### src/rtl/fir_out_fifo.sv
// Output buffer between the FIR result stream and the downstream AXI-Stream sink.
// Optional statistics counters are enabled with `define FIR_OUT_FIFO_STATS_EN.
module fir_out_fifo #(
    parameter int pDATA_WIDTH = 32,
    parameter int DEPTH       = 8
) (
    input  logic                     axis_clk,
    input  logic                     axis_rst_n,
    input  logic                     s_tvalid,
    output logic                     s_tready,
    input  logic                     s_tlast,
    input  logic [pDATA_WIDTH-1:0]   s_tdata,
    output logic                     m_tvalid,
    input  logic                     m_tready,
    output logic                     m_tlast,
    output logic [pDATA_WIDTH-1:0]   m_tdata,
    output logic [$clog2(DEPTH):0]   level,
    output logic                     frame_done,
    input  logic                     stat_clr,
    output logic [31:0]              sample_cnt,
    output logic [15:0]              frame_cnt
);

    localparam int              AW       = $clog2(DEPTH);
    localparam logic [AW:0]     FULL_LVL = (AW+1)'(DEPTH);

    logic [pDATA_WIDTH:0] r_mem [DEPTH];
    logic [AW-1:0]        r_wr_ptr;
    logic [AW-1:0]        r_rd_ptr;
    logic [AW:0]          r_level;
    logic                 r_frame_done;
    logic                 w_push;
    logic                 w_pop;
    logic                 w_full;
    logic                 w_empty;

    assign w_full   = (r_level == FULL_LVL);
    assign w_empty  = (r_level == {(AW+1){1'b0}});
    // Ready is held low during reset so no beat is taken while state is clearing.
    assign s_tready = axis_rst_n & ~w_full;
    assign m_tvalid = ~w_empty;
    assign w_push   = s_tvalid & s_tready;
    assign w_pop    = m_tvalid & m_tready;

    assign m_tdata    = r_mem[r_rd_ptr][pDATA_WIDTH-1:0];
    assign m_tlast    = r_mem[r_rd_ptr][pDATA_WIDTH];
    assign level      = r_level;
    assign frame_done = r_frame_done;

    // Sample storage; contents survive reset because the pointers define validity.
    always_ff @(posedge axis_clk) begin
        if (w_push) begin
            r_mem[r_wr_ptr] <= {s_tlast, s_tdata};
        end
    end

    // Pointers, occupancy and end-of-frame pulse.
    always_ff @(posedge axis_clk or negedge axis_rst_n) begin
        if (!axis_rst_n) begin
            r_wr_ptr     <= {AW{1'b0}};
            r_rd_ptr     <= {AW{1'b0}};
            r_level      <= {(AW+1){1'b0}};
            r_frame_done <= 1'b0;
        end else begin
            if (w_push) begin
                r_wr_ptr <= r_wr_ptr + AW'(1);
            end
            if (w_pop) begin
                r_rd_ptr <= r_rd_ptr + AW'(1);
            end
            case ({w_push, w_pop})
                2'b10:   r_level <= r_level + (AW+1)'(1);
                2'b01:   r_level <= r_level - (AW+1)'(1);
                default: r_level <= r_level;
            endcase
            r_frame_done <= w_pop & m_tlast;
        end
    end

`ifdef FIR_OUT_FIFO_STATS_EN
    logic [31:0] r_sample_cnt;
    logic [15:0] r_frame_cnt;

    // Statistics counters; a clear wins over a same-cycle increment.
    always_ff @(posedge axis_clk or negedge axis_rst_n) begin
        if (!axis_rst_n) begin
            r_sample_cnt <= 32'd0;
            r_frame_cnt  <= 16'd0;
        end else if (stat_clr) begin
            r_sample_cnt <= 32'd0;
            r_frame_cnt  <= 16'd0;
        end else begin
            if (w_push) begin
                r_sample_cnt <= r_sample_cnt + 32'd1;
            end
            if (w_pop && m_tlast) begin
                r_frame_cnt <= r_frame_cnt + 16'd1;
            end
        end
    end

    assign sample_cnt = r_sample_cnt;
    assign frame_cnt  = r_frame_cnt;
`else
    logic w_unused_stat_clr;

    assign w_unused_stat_clr = stat_clr;
    assign sample_cnt        = 32'd0;
    assign frame_cnt         = 16'd0;
`endif

endmodule

### config.mk
export PLATFORM = sky130hd
export DESIGN_NAME = fir_out_fifo
export DESIGN_NICKNAME = d
export VERILOG_FILES = /design/src/rtl/fir_out_fifo.sv
export SDC_FILE = /design/constraint.sdc
export NUM_CORES = 1
export LEC_CHECK = 0
export ABC_AREA = 1
export BUFFER_PORTS_ARGS = -buffer_cell sky130_fd_sc_hd__buf_2
export CORE_ASPECT_RATIO = 0.7
export CORE_UTILIZATION = 53
export CTS_BUF_LIST = sky130_fd_sc_hd__clkbuf_8 sky130_fd_sc_hd__clkbuf_16
export DETAILED_ROUTE_END_ITERATION = 10
export PLACE_DENSITY = 0.79
export SLEW_MARGIN = 5
export SYNTH_ARGS = -nofsm -noshare
export SYNTH_HDL_FRONTEND = slang
export SYNTH_SLANG_ARGS = --single-unit
### constraint.sdc
create_clock -name axis_clk -period 3.5 [get_ports axis_clk]
set_clock_uncertainty 0.2 [all_clocks]
set_input_delay 0.175 -clock axis_clk [delete_from_list [all_inputs] [get_ports axis_clk]]
set_output_delay 0.175 -clock axis_clk [all_outputs]
set_load 0.1 [all_outputs]
# [Word level (Yosys, flattened, before mapping)]
# Memory sizes are Yosys's and may differ from the RTL's.
# Cells that the tools add are included.
[totals] memories=1 rom_bits=0 latchBits=0 regBits=11 ram_bits=264 out_inout_bits=88
[memory_table] name="r_mem" depth=8 word_bits=33 read_ports=1 rd_clocked_by_memory_dff=0 write_ports=1 line_no="27" text="logic [pDATA_WIDTH:0] r_mem [DEPTH];"
[op_classes] n_lt_le_gt_ge=0 n_addsub=4 n_bitwise=6 shift=0 eq_ne=3 muxes=3 reduce_logical=2 n_div=0 mul=0
[op_table] op="$pmux 4 s2" count=1
[op_table] op="$add 3x1->3 const B" count=2
[op_table] op="$add 4x1->4 const B" count=1
[op_table] op="$and 1x1->1" count=4
[op_table] op="$eq 4x4->1 const B" count=1
[op_table] op="$logic_not 4->1" count=1
[op_table] op="$sub 4x1->4 const B" count=1
[op_table] op="$eq 2x1->1 const B" count=1
[op_table] op="$eq 2x2->1 const B" count=1
[op_table] op="$mux 1" count=2
[op_table] op="$not 1->1" count=2
[op_table] op="$reduce_bool 2->1" count=1

# [Depth between registers and ports, before layout]
[logic_depth] ltp_word=6 mapped_depth=13 mapped_depth_nobuf=13

# [Worst setup path after synthesis]
# OpenSTA, ideal clock, no wires.
[synth_timing] path_type="register to register" startpoint="reg r_level[2] (netlist: level[2])" endpoint="mem r_mem[6][0] (netlist name), enable pin" required_time_ps=2835 setup_ps=465 setup_slack_ps=-999 period_less_slack_ps=4499 arrival_ps=3835 path_stages_with_launch=6 cell_sequence="dfrtp_1 > inv_1 > nand3_1 > nand3_1 > buf_2 > nor3_1"
[synth_via] elab_chain_cells=6
[synth_rtl] item="start: declaration" line_no="30" text="logic [AW:0] r_level;"
[synth_rtl] item="start signal: assignment" line_no="62" text="r_level <= {(AW+1){1'b0}};"
[synth_rtl] item="start signal: assignment" line_no="72" text="2'b10: r_level <= r_level + (AW+1)'(1);"
[synth_rtl] item="start signal: assignment" line_no="73" text="2'b01: r_level <= r_level - (AW+1)'(1);"
[synth_rtl] item="$eq 4x4->1" line_no="37" text="assign w_full = (r_level == FULL_LVL);"
[synth_rtl] item="$not 1->1" line_no="40" text="assign s_tready = axis_rst_n & ~w_full;"
[synth_rtl] item="$and 1x1->1" line_no="40"
[synth_rtl] item="$and 1x1->1" line_no="42" text="assign w_push = s_tvalid & s_tready;"
[synth_rtl] item="$mux 1" line_no="52" text="if (w_push) begin"
[synth_rtl] item="$mux 1 (implied by the code)" line_no="53" text="r_mem[r_wr_ptr] <= {s_tlast, s_tdata};"
[synth_rtl] item="end: declaration" line_no="27"
# No other way between the ends.

# [Final worst setup path]
[layout_timing] startpoint="reg r_rd_ptr[1]" endpoint="out m_tdata[23]"
[layout_via] elab_chain_cells=1
[layout_rtl] item="start: declaration" line_no="29" text="logic [AW-1:0] r_rd_ptr;"
[layout_rtl] item="start signal: assignment" line_no="61" text="r_rd_ptr <= {AW{1'b0}};"
[layout_rtl] item="start signal: assignment" line_no="69" text="r_rd_ptr <= r_rd_ptr + AW'(1);"
[layout_rtl] item="$mem_v2 8x33"
[layout_rtl] item="end: declaration" line_no="16" text="output logic [pDATA_WIDTH-1:0] m_tdata,"
# No other way between the ends.

==> summary.txt <==
Die
  • Initial Util: 54.0%
  • Die Wd: 176 um
  • Core Area: 0.0208 mm2
  • Row count: 44
  • Total Die Area: 0.0217 mm2
  • DIE HEIGHT: 124 um
  • IO Pins: 126

Detailed routing
  • DR top layer: met4
  • Initial DRC count: 745
  • Drt pass-1 iters: 5
  • Met1 Routed Length: 9.78 mm
  • Residual DRC: 0
  • DR WL met3: 1.67 mm
  • Vias/cell: 5.44
  • DR vias: 6940
  • Final wirelength: 23.2 mm
  • Wire length on met2: 11.4 mm
  • Post-DRT Antenna Nets: 0
  • Wirelength per Cell: 18.2 um

Setup path
  • CP Capture Type: output pin
  • CP Data Required Time: 3120 ps
  • R2r setup slk: 840 ps
  • Critical Path AT: 2800 ps
  • Crit-path max FO: 42
  • Startpoint Class: flop
  • Reg2reg start: level[0]$_DFFE_PN0P_
  • Worst Path Class, Setup: reg2out
  • Reg2reg path depth: 11
  • R2r endpoint: level[2]$_DFFE_PN0P_
  • Worst Setup SP: r_rd_ptr[1]$_DFFE_PN0P_
  • Crit path capture: m_tdata[23]

Placement
  • Port bufs: 76
  • Routability congestion estimate: 0.777
  • Place WS: 864 ps
  • Final HPWL DP: 12.0 mm

Clocking
  • # clock sinks: 275
  • Worst-path clk slew: 70 ps
  • Post-CTS Resized: 0
  • Clock H-tree levels: 1
  • Root buf cell: clkbuf_16
  • CTS tree: yes
  • TritonCTS Buffers: 24
  • Worst-Skew Late Latency: 510 ps
  • Clk buf depth: 3

Final layout
  • Layout Utilization: 61.7%
  • Layout cells sized above 1: 14.3%
  • Most frequent cells in the layout: 264 x edfxtp_1, 142 x nor2_1, 120 x nand2_1
  • Most common cell after layout, fill and taps aside: edfxtp_1
  • Final nets: 1027
  • Area Overhead vs Synth: 14.2%

STA
  • Slew Limit Headroom: 54.0%
  • Final Hold Vio Count: 0
  • Fin Setup TNS: 0 ps
  • Measured slew at the worst slew-check pin: 689 ps
  • Setup violations, final: 0
  • Minimum clock period after layout: 3170 ps
  • Final Max Tran Viols: 0
  • RSZ-0062 raised after global routing: no
  • Tcrit/Tclk final: 90.7%
  • Max Fclk: 0.315 GHz
  • Final worst slack: 325 ps

Flow run
  • Max-cap violations: 0

Run status
  • Status: finished clean

GRT
  • Gr usage total: 21.8%
  • Antenna violations before repair: 1
  • First-pass GRT wire length: 35.9 mm
  • Largest net degree at the start of global routing: 134
  • Total gr overflow: 0
  • Vias in the first global route: 6718

Synthesis
  • Netlist Area Pre-Place: 0.0112 mm2
  • Post-synth EDFFs: 264
  • Syn Area/Cell: 12.7 um2
  • Sequential cell area fraction in the yosys report: 73.2%
  • Top FF cell, synth: edfxtp_1
  • Post-synth top area share: 70.7%
  • Post-synth ARST share: 4.00%
  • FF+latch count, synth: 275
  • Synth area leaders: edfxtp_1 71%, o21ai_0 5.0%, nor2_1 4.8%
  • Synthesized instance count: 880
  • YS warnings: 0
  • Yosys top cell by area: edfxtp_1
  • Yosys cell types: 26

Min path
  • Hold crit path type: in2reg
==> metrics by stage <==
stage	instance area, um2	instances	hold slack, ps
floorplan	11400	927	-321
global placement	11700	1198	-133
detailed placement	11700	1198	-126
CTS	12800	1275	203
global route	12800	1276	266
finish	12800	1276	210
==> worst max-delay path, cell delays in order, from the launching register on <==
cell	delay [ps]
dfrtp_2	740
buf_4	530
o21ai_0	170
o22ai_1	180
nand2_1	60
nand2_1	140
buf_2	450
==> timing repair <==
item | in CTS | in global routing
endpoints found under the hold margin | 278 | 0
hold buffers | 36 | 0
setup buffers | 0 | 0
==> sequential cells by signal (all words and copies together), names as in the netlist <==
register	cells
r_mem	264
level	4
r_rd_ptr	3
r_wr_ptr	3
frame_done	1
==> cells in the mapped netlist, types with 11 or more instances <==
library cell and count:
o21ai_1 23, nor2_1 142, buf_2 17, o22ai_1 64, nand2_1 120, dfrtp_1 11
clkbuf_1 16, edfxtp_1 264, o21ai_0 113, buf_6 12, buf_4 49, inv_1 11
==> worst min path at each step <==
stage / startpoint / to / slack [ps] / cells past startpoint
2_1_floorplan: axis_rst_n / frame_done$_DFF_PN0_ / -320 / 0
3_3_place_gp: axis_rst_n / level[1]$_DFFE_PN0P_ / -130 / 1
3_5_place_dp: axis_rst_n / frame_done$_DFF_PN0_ / -130 / 1
4_1_cts: s_tvalid / r_wr_ptr[0]$_DFFE_PN0P_ / 200 / 3
5_1_grt: s_tvalid / r_wr_ptr[0]$_DFFE_PN0P_ / 270 / 3
6_report: s_tvalid / r_wr_ptr[0]$_DFFE_PN0P_ / 210 / 3
==> final cells by class <==
cell class | instances | area [um2]
Antenna cell | 1 | 2.50
Clock buffer | 27 | 653
Clock inverter | 14 | 114
Fill cell | 1534 | 7950
Inverter | 14 | 55.1
Multi-Input combinational cell | 539 | 2500
Sequential cell | 275 | 8210
Tap cell | 276 | 345
Timing Repair Buffer | 130 | 926
==> layer usage <==
| metal | global-route usage [%] | vias to the layer above |
|---|---|---|
| met5 | 0 | - |
| met4 | 6.14 | 0 |
| met3 | 3.75 | 39 |
| met2 | 37.3 | 294 |
| met1 | 29.1 | 3344 |
| li1 | - | 3263 |
==> cell families (layout without fill, tap and decap cells) <==
kind of cell | after synthesis | after routing | synth area share (%)
buf+inv | 113 | 185 | 6.47
flops | 275 | 275 | 73.2
compound gates | 203 | 203 | 9.81
xor+xnor | 7 | 7 | 0.547
simple gates | 276 | 276 | 9.41
other cells | 1 | 49 | 0.0335
fa+ha+maj | 5 | 5 | 0.558
Power is not shown: default switching activity piles up to over one toggle a cycle in this logic, so the estimate is an artifact.
